## src/rtl/uart_pkg.sv

```systemverilog
// Shared types and constants for the FIFO-fed UART transmitter.
package uart_pkg;

   typedef enum logic [2:0] {
      IDLE,
      FETCH,
      LOAD,
      START,
      DATA,
      PARITY,
      STOP
   } tx_state_t;

   localparam int DATA_BITS            = 8;
   localparam int DEFAULT_CLKS_PER_BIT = 868;

endpackage

```

## src/rtl/uart_baud_tick.sv

```systemverilog
// Baud-period counter: counts 0..CLKS_PER_BIT-1 and flags the last cycle of each bit.
module uart_baud_tick
   import uart_pkg::*;
#(
   parameter int CLKS_PER_BIT = DEFAULT_CLKS_PER_BIT
) (
   input  logic clock,
   input  logic reset,
   input  logic restart,
   output logic bit_tick
);

   localparam logic [15:0] LAST_CNT = 16'(CLKS_PER_BIT - 1);

   logic [15:0] baud_cnt;

   assign bit_tick = (baud_cnt == LAST_CNT);

   // restart aligns the first bit period of a frame to the cycle after LOAD
   always_ff @(posedge clock) begin
      if (reset || restart || bit_tick) begin
         baud_cnt <= '0;
      end else begin
         baud_cnt <= baud_cnt + 16'd1;
      end
   end

endmodule

```

## src/rtl/fifo_uart_tx.sv

```systemverilog
// Pops bytes from fifo_ram and sends them as UART frames on tx.
// Define UART_TX_PARITY_EN to insert an even-parity bit after the data bits.
module fifo_uart_tx
   import uart_pkg::*;
#(
   parameter int CLKS_PER_BIT = DEFAULT_CLKS_PER_BIT,
   parameter int STOP_BITS    = 1
) (
   input  logic       clock,
   input  logic       reset,
   input  logic       enable,
   input  logic       fifo_empty,
   input  logic [7:0] fifo_data,
   output logic       fifo_read,
   output logic       fifo_enable,
   output logic       tx,
   output logic       busy,
   output logic       frame_done
);

   localparam logic [2:0] LAST_BIT  = 3'(DATA_BITS - 1);
   localparam logic       LAST_STOP = (STOP_BITS == 2);

   tx_state_t            state;
   logic [DATA_BITS-1:0] shift_reg;
   logic [2:0]           bit_idx;
   logic                 stop_idx;
   logic                 bit_tick;
`ifdef UART_TX_PARITY_EN
   logic                 parity_bit;
`endif

   assign fifo_enable = enable;

   uart_baud_tick #(
      .CLKS_PER_BIT(CLKS_PER_BIT)
   ) baud (
      .clock   (clock),
      .reset   (reset),
      .restart (state == LOAD),
      .bit_tick(bit_tick)
   );

   // Byte holding register; no reset needed since it is always loaded before use
   always_ff @(posedge clock) begin
      if (state == LOAD) begin
         shift_reg  <= fifo_data;
`ifdef UART_TX_PARITY_EN
         parity_bit <= ^fifo_data;
`endif
      end else if (state == DATA && bit_tick) begin
         shift_reg <= shift_reg >> 1;
      end
   end

   // Outputs are registered, so each is set on the transition into the state that owns it
   always_ff @(posedge clock) begin
      if (reset) begin
         state      <= IDLE;
         tx         <= 1'b1;
         busy       <= 1'b0;
         fifo_read  <= 1'b0;
         frame_done <= 1'b0;
         bit_idx    <= '0;
         stop_idx   <= 1'b0;
      end else begin
         fifo_read  <= 1'b0;
         frame_done <= 1'b0;
         case (state)
            IDLE: begin
               tx <= 1'b1;
               if (enable && !fifo_empty) begin
                  state     <= FETCH;
                  fifo_read <= 1'b1;
                  busy      <= 1'b1;
               end
            end
            FETCH: begin
               state <= LOAD;
            end
            LOAD: begin
               bit_idx <= '0;
               tx      <= 1'b0;
               state   <= START;
            end
            START: begin
               if (bit_tick) begin
                  tx    <= shift_reg[0];
                  state <= DATA;
               end
            end
            DATA: begin
               if (bit_tick) begin
                  bit_idx <= bit_idx + 3'd1;
                  if (bit_idx == LAST_BIT) begin
`ifdef UART_TX_PARITY_EN
                     tx    <= parity_bit;
                     state <= PARITY;
`else
                     tx       <= 1'b1;
                     stop_idx <= 1'b0;
                     state    <= STOP;
`endif
                  end else begin
                     tx <= shift_reg[1];
                  end
               end
            end
`ifdef UART_TX_PARITY_EN
            PARITY: begin
               if (bit_tick) begin
                  tx       <= 1'b1;
                  stop_idx <= 1'b0;
                  state    <= STOP;
               end
            end
`endif
            STOP: begin
               // frame_done rises together with the return to IDLE
               if (bit_tick) begin
                  if (stop_idx == LAST_STOP) begin
                     state      <= IDLE;
                     busy       <= 1'b0;
                     frame_done <= 1'b1;
                  end else begin
                     stop_idx <= 1'b1;
                  end
               end
            end
            default: begin
               state <= IDLE;
               tx    <= 1'b1;
               busy  <= 1'b0;
            end
         endcase
      end
   end

endmodule

```

## config.mk

```make
export PLATFORM = sky130hd
export DESIGN_NAME = fifo_uart_tx
export DESIGN_NICKNAME = d
export VERILOG_FILES = /design/src/rtl/uart_pkg.sv /design/src/rtl/uart_baud_tick.sv /design/src/rtl/fifo_uart_tx.sv
export SDC_FILE = /design/constraint.sdc
export NUM_CORES = 1
export LEC_CHECK = 0
export CAP_MARGIN = 10
export CORE_MARGIN = 2
export CORE_UTILIZATION = 59
export CTS_BUF_LIST = sky130_fd_sc_hd__clkbuf_8
export CTS_CLUSTER_SIZE = 10
export DETAILED_ROUTE_END_ITERATION = 10
export GPL_TIMING_DRIVEN = 0
export PLACE_DENSITY = 0.81
export SYNTH_ARGS = -nofsm -noshare
export SYNTH_HDL_FRONTEND = slang
export SYNTH_SLANG_ARGS = --single-unit
```

## constraint.sdc

```tcl
create_clock -name clock -period 5.1 [get_ports clock]
set_input_delay 1.53 -clock clock [delete_from_list [all_inputs] [get_ports clock]]
set_output_delay 1.53 -clock clock [all_outputs]
set_load 0.01 [all_outputs]
```

Word-level counts from Yosys, hierarchy flattened. Index checks and enable logic that the tools add are counted.

Memory bits (writable): 0. Output and inout bits: 5. Memories: 0. Logic and storage cells: 73. Register bits: 35. Input bits: 12. ROM bits: 0. Bits in latches: 0.

Shift operators: 0. Reductions and logical operators: 18. Bitwise logic cells: 5. Order comparisons: 0. Eq/ne operators: 13. Multiply operators: 0. $add $sub $neg: 2. Muxes and demuxes: 26. Divide/modulo/power cells: 0.

Operator list (count): 2-to-1 mux 3 bit (7); case mux 3 bit (6 select lines) (1); adder 16 x 1 -> 16 bit, second input constant (1); == test 16 x 10 -> 1 bit, second input constant (1); 2-to-1 mux 8 bit (2); 2-to-1 mux 1 bit (12); == test 3 bit, second input constant (3); inequality test 2 x 1 -> 1 bit, second input constant (4); AND reduction 4 bit (2); == test 3 x 2 -> 1 bit, second input constant (2); case mux 3 bit (2 select lines) (1); AND reduction 6 bit (1); nonzero test 2 bit (3); NOT 1 bit (5); inequality test 2 bit, second input constant (2); case mux 1 bit (4 select lines) (1); OR reduction 2 bit (2); OR reduction 4 bit (1); adder 3 x 1 -> 3 bit, second input constant (1); == test 3 x 1 -> 1 bit, second input constant (1); logical NOT 3 bit (1); case mux 1 bit (3 select lines) (1); AND reduction 3 bit (1); OR reduction 3 bit (1); 5 further kinds (7).

Logic depth before layout (Yosys ltp). Gate-level depths: netlist of run 1.

Depth after elaboration: 4. Gate-level depth with buffers: 7. Gate-level depth less buffers: 6.

By module. Synthesis of run 1 repeated with hierarchy kept, for this count alone.

Cell total of the unflattened synthesis: 159. Area total of the unflattened synthesis: 1624.1 um^2.

By module, submodules not included: fifo_uart_tx (area each 872.1 um^2, sequential area each 440.4 um^2, cells each 75, instances 1); uart_baud_tick (area each 752.0 um^2, sequential area each 320.3 um^2, cells each 84, instances 1).

Least setup slack after synthesis of run 1. OpenSTA, ideal clock, no wires.

Path kind: in2out. Start point: input enable. End point: output fifo_enable. Stages on the path: 1. Required time: 3570 ps. Path slack: 1921 ps. Arrival time: 1649 ps. Buffers on the path: 1. Cells stage by stage: buf_4.

RTL lines: start: declaration (RTL line fifo_uart_tx.sv:11) `input logic enable,`; end: declaration (RTL line fifo_uart_tx.sv:15) `output logic fifo_enable,`.

No word-level cell between the ends.

Worst setup path after layout of run 1.
Start point: input enable. End point: output fifo_enable.

No word-level cell between the ends.

==> flow_summary.json, run 1 <==
{
  "critPathRequiredTime_ps": 3570,
  "synth_top_area_share_pct": 30.5,
  "die_w_um": 57.8,
  "endpoint_kind": "primary output",
  "worstMarginPinSlew_ps": 578,
  "setup_viol": 0,
  "power_leakage_uw": 0.000693,
  "slew_headroom_pct": 60.9,
  "cp_max_fo": 2,
  "status": "finished clean",
  "critPathKind": "input pin to primary output",
  "final_core_util_pct": 73.0,
  "row_count": 19,
  "synth_area_leader_cell": "dfxtp_1",
  "ys.flop_type": "dfxtp_1",
  "max-vdd-ir-drop_mv": 0.301,
  "postSynthAreaPerCell_um2": 10.1,
  "p_total_uw": 605,
  "arrival_ps": 2630,
  "cp_common_cell": "clkdlybuf4s50_1",
  "grt_max_degree": 12,
  "synthesis.area_um2": 1710,
  "p_per_area_nw_per_um2": 301,
  "first_pass_iters": 4,
  "start_util_pct": 61.9,
  "hold_viol": 0,
  "cts_buffers": 5,
  "yosys_register_bits": 34,
  "dp_hpwl_um": 2280,
  "syn_nets": 184,
  "antenna_found_initial": 0,
  "crit_path_start_kind": "input pin",
  "grt_pass1_wl_um": 5490,
  "ctsResizeCount": 0,
  "path_cells": "clkdlybuf4s50_1 > buf_4 > clkdlybuf4s50_1",
  "ys_seq_area_share_pct": 44.5,
  "synthArstFlopShare_pct": 0,
  "largest_reg_flops": 16,
  "via_per_inst": 5.84,
  "wirelength_um": 3190,
  "layout_commonest_cell": "dfxtp_1",
  "drc": 0,
  "cts_htree_levels": 2,
  "portBuffers": 15,
  "fin_crit_ps": 4160,
  "cts_setup_buffers": 0,
  "final_antenna_net_count": 0,
  "fin_crit_sh_pct": 81.5,
  "grt_pass1_vias": 1268,
  "areaGrowthSynthToFinish_pct": 17.9,
  "numClockSinks": 34,
  "slew_viol_final": 0,
  "n_antenna_cell": 0,
  "drive_gt1_share_pct": 15.1,
  "avgRoutedWirePerCell_um": 14.3,
  "synth.distinct_cells": 47,
  "routabilityCongestion": 0.874,
  "synth-edff-count": 8,
  "clk_latency_ps": 280,
  "final_cell_mix": "26 x dfxtp_1, 25 x nor2_1, 15 x clkdlybuf4s50_1",
  "min_path_type": "flip-flop to flip-flop",
  "ys_warn_count": 0,
  "ios": 17,
  "drtIter0Drc": 71,
  "postSynthCellCount": 169,
  "overflow": 0,
  "rsz0062_at_grt": "no",
  "clock.fmax_ghz": 0.240,
  "clockBufferDepth": 2,
  "cts_hold_buf": 0,
  "max_stage_delay_ps": 520,
  "cts-root-buf": "clkbuf_8",
  "die_area_um2": 3340,
  "cts.reportedPaths.clkPinSlew_ps": 70,
  "synth_area_leaders": "dfxtp_1 30%, edfxtp_1 14%, xnor2_1 6.2%",
  "slowest_stage": "clkdlybuf4s50_1",
  "fin_nets": 206,
  "fin_setup_tns_ps": 0,
  "grt_usage_pct": 21.7,
  "fp.dieH_um": 57.8,
  "core_um2": 2760,
  "cap_violations": 0,
  "vias": 1302,
  "cts_tree": "yes",
  "fin_skew_ps": 4.01
}
synth_stat cells, drive strengths merged, types with 3 or more instances:
cell type,n
dfxtp,26
nor2,25
xnor2,12
edfxtp,8
mux2,8
nand3,8
nor4,8
a21oi,6
clkbuf,6
nand2,6
nand2b,5
buf,4
ha,3
inv,3
mux2i,3
nand4,3
nor2b,3
nor3,3
or3b,3
or4,3
area by class of cell:
class	count	area [um^2]
Fill cell	213	744
Inverter	3	11.3
Timing Repair Buffer	15	150
Sequential cell	34	761
Tap cell	31	38.8
Clock buffer	6	82.6
Multi-Input combinational cell	122	863
Buffer	10	72.6
Clock inverter	2	33.8
worst max-delay path: cells and delay by family:
| family | cells | cell delay [ps] |
|---|---|---|
| buffers and inverters | 3 | 1100 |
report_power, final:
part | switching, uW | leakage, uW | total [uW] | internal [uW]
logic | 27.0 | 0.000345 | 60.2 | 33.2
registers | 7.69 | 0.000285 | 294 | 287
clock network | 93.2 | 0.0000626 | 250 | 157
logic make-up (layout without fill, tap and decap cells):
logic type | Yosys count | after routing | share of synthesized area, %
AOI/OAI and AO/OA | 15 | 15 | 6.08
xor gates and xnor gates | 14 | 14 | 7.18
adders and majority gates | 4 | 4 | 2.78
buffers and inverters | 13 | 36 | 4.91
DFF | 34 | 34 | 44.5
muxes | 11 | 11 | 7.03
and+or+nand+nor | 78 | 78 | 27.5
final timing paths:
kind	endpoint	slack, ps	depth (start not counted)	start
worst min-delay path	baud.baud_cnt[0]	480	1	baud.baud_cnt[0]
worst max-delay path	fifo_enable	940	3	enable
worst min register to register	baud.baud_cnt[0]	480	1	baud.baud_cnt[0]
worst max register to register	shift_reg[3]	2890	5	baud.baud_cnt[0]
layer usage:
layer / up-vias / track usage, % / part of all wire (%)
li1: 653 / - / -
met1: 600 / 27.6 / 43
met2: 43 / 34.3 / 49
met3: 6 / 8.04 / 5.9
met4: 0 / 7.31 / 1.2
met5: - / 0 / 0
per-stage QoR:
step,hold WS (ps),instances,setup slack (ps),cell area (um^2)
after floorplan,441,169,1920,1710
final,484,223,942,2010
after global routing,511,223,898,2010
after CTS,485,223,932,2010
after global placement,463,215,950,1900
after detailed placement,466,215,943,1900
Power figures use the tool's default switching activity.
==> inputs of run 2 (changes only) <==
Settings changed: CORE_UTILIZATION 59 to 58, PLACE_DENSITY 0.81 to 0.8.
Clock period 5.1 ns to 4.25 ns, I/O delays scaled along.
==> run 2 against run 1 <==
  * Non-clock buffer count did not move
  * Global-route usage fell by 0.88 points
  * Sequential power rose by 20%
  * Register-to-register slack got worse by 960 ps
  * Final area fell by 0.37%
  * Critical path type unchanged
==> flow_summary.json, run 2 (synthesized netlist as in run 1, its figures left out) <==
{
  "cts_setup_buffers": 0,
  "placed_cells": 215,
  "arrival_ps": 2360,
  "hold_viol": 0,
  "setup_viol": 0,
  "r2r-start": "baud.baud_cnt[9]",
  "r2r_slack_ps": 1930,
  "fin_setup_tns_ps": 0,
  "status": "finished clean",
  "start_util_pct": 61.4,
  "avgRoutedWirePerCell_um": 14.4,
  "cp-startpoint": "enable",
  "overflow": 0,
  "final.fill_count": 210,
  "p_per_area_nw_per_um2": 355,
  "areaGrowthSynthToFinish_pct": 17.4,
  "dp_hpwl_um": 2270,
  "die_area_um2": 3390,
  "p_total_uw": 712,
  "max-vdd-ir-drop_mv": 0.372,
  "fin_crit_ps": 3630,
  "largest_reg_flops": 16,
  "cts-root-buf": "clkbuf_8",
  "r2r_end": "shift_reg[7]",
  "grt_pass1_vias": 1280,
  "cts_buffers": 5,
  "clk_latency_ps": 280,
  "min_from": "baud.baud_cnt[0]",
  "crit_family": "buffers and inverters",
  "max_stage_delay_ps": 510,
  "path_cells": "clkdlybuf4s50_1 > buf_4 > clkdlybuf4s50_1",
  "routabilityCongestion": 0.855,
  "endpoint_kind": "primary output",
  "slew_headroom_pct": 60.0,
  "rsz0062_at_grt": "no",
  "antenna_found_initial": 0,
  "cts_hold_buf": 0,
  "vias": 1360,
  "die_w_um": 58.3,
  "path_buf_inv": 3,
  "first_pass_iters": 5,
  "slew_viol_final": 0,
  "final_antenna_net_count": 0,
  "power_leakage_uw": 0.000688,
  "drtIter0Drc": 69,
  "grt_max_degree": 12,
  "fp.dieH_um": 58.3,
  "wirelength_um": 3200,
  "crit_path_start_kind": "input pin",
  "postPlaceCellArea_um2": 1900,
  "critPathKind": "input pin to primary output",
  "grt_usage_pct": 20.8,
  "cap_violations": 0,
  "crit_end": "fifo_enable",
  "fin_nets": 206,
  "clockBufferDepth": 2,
  "portBuffers": 15,
  "cp_max_fo": 2,
  "worstMarginPinSlew_ps": 592,
  "fin_crit_sh_pct": 85.4,
  "min_path_type": "flip-flop to flip-flop",
  "fin_skew_ps": 2.83,
  "cp.depth": 3,
  "n_antenna_cell": 0,
  "drc": 0,
  "rr_worst_depth": 4,
  "cts_htree_levels": 2,
  "fin_cells": 223,
  "cp_common_cell": "clkdlybuf4s50_1",
  "final_cell_mix": "26 x dfxtp_1, 25 x nor2_1, 15 x clkdlybuf4s50_1",
  "place_ws_ps": 621,
  "drive_gt1_share_pct": 15.6,
  "row_count": 19,
  "slowest_stage": "clkdlybuf4s50_1",
  "core_um2": 2780,
  "numClockSinks": 34,
  "cts_tree": "yes",
  "critPathRequiredTime_ps": 2970,
  "final_cell_area_um2": 2010,
  "fin_ws_ps": 619,
  "clock.fmax_ghz": 0.275,
  "grt_pass1_wl_um": 5350,
  "ctsResizeCount": 0,
  "via_per_inst": 6.10,
  "cts.reportedPaths.clkPinSlew_ps": 60,
  "ios": 17,
  "layout_commonest_cell": "dfxtp_1"
}
## run 2: layout make-up
class | instances | area, um^2 | area share [%]
multi-input cells | 122 | 863 | 43.0
flip-flops and latches | 34 | 761 | 37.9
repair buffers | 15 | 150 | 7.49
plain buffers | 10 | 72.6 | 3.62
clock buffers | 5 | 68.8 | 3.43
clock inverters | 3 | 40.0 | 2.00
well taps | 31 | 38.8 | 1.93
inverters | 3 | 11.3 | 0.561
## run 2: per-layer routing
metal / vias up / track usage (%) / routed length, um
met5: - / 0 / 0
met4: 0 / 13.3 / 81
met3: 9 / 4.69 / 164
met2: 39 / 34.3 / 1630
met1: 661 / 24.2 / 1330
li1: 651 / - / -
## run 2: how the worst min path moves through the flow
stage                            end  slack (ps)  cells after the start
floorplan           baud.baud_cnt[0]         440                      1
global placement    baud.baud_cnt[0]         450                      1
detailed placement  baud.baud_cnt[0]         470                      1
CTS                 baud.baud_cnt[0]         480                      1
global route        baud.baud_cnt[0]         530                      1
finish              baud.baud_cnt[0]         480                      1
## run 2: worst reg2reg max path, cell delays in order, from the launching register on
cell and delay (ps):
dfxtp_1 430, or4bb_1 530, nor4_2 470, nand3_2 210, nand2b_1 350
## run 2: metrics by stage
step           utilization (%)  hold WS [ps]
3_3_place_gp              68.2           453
2_1_floorplan                -           441
5_1_grt                   72.1           534
4_1_cts                   72.1           482
3_5_place_dp              68.2           466
6_report                  72.1           482
## run 2: power by group
part	internal (uW)	switching, uW	leakage, uW
Clock	172	114	0.0000579
Combinational	40.0	32.6	0.000345
Sequential	344	9.51	0.000285
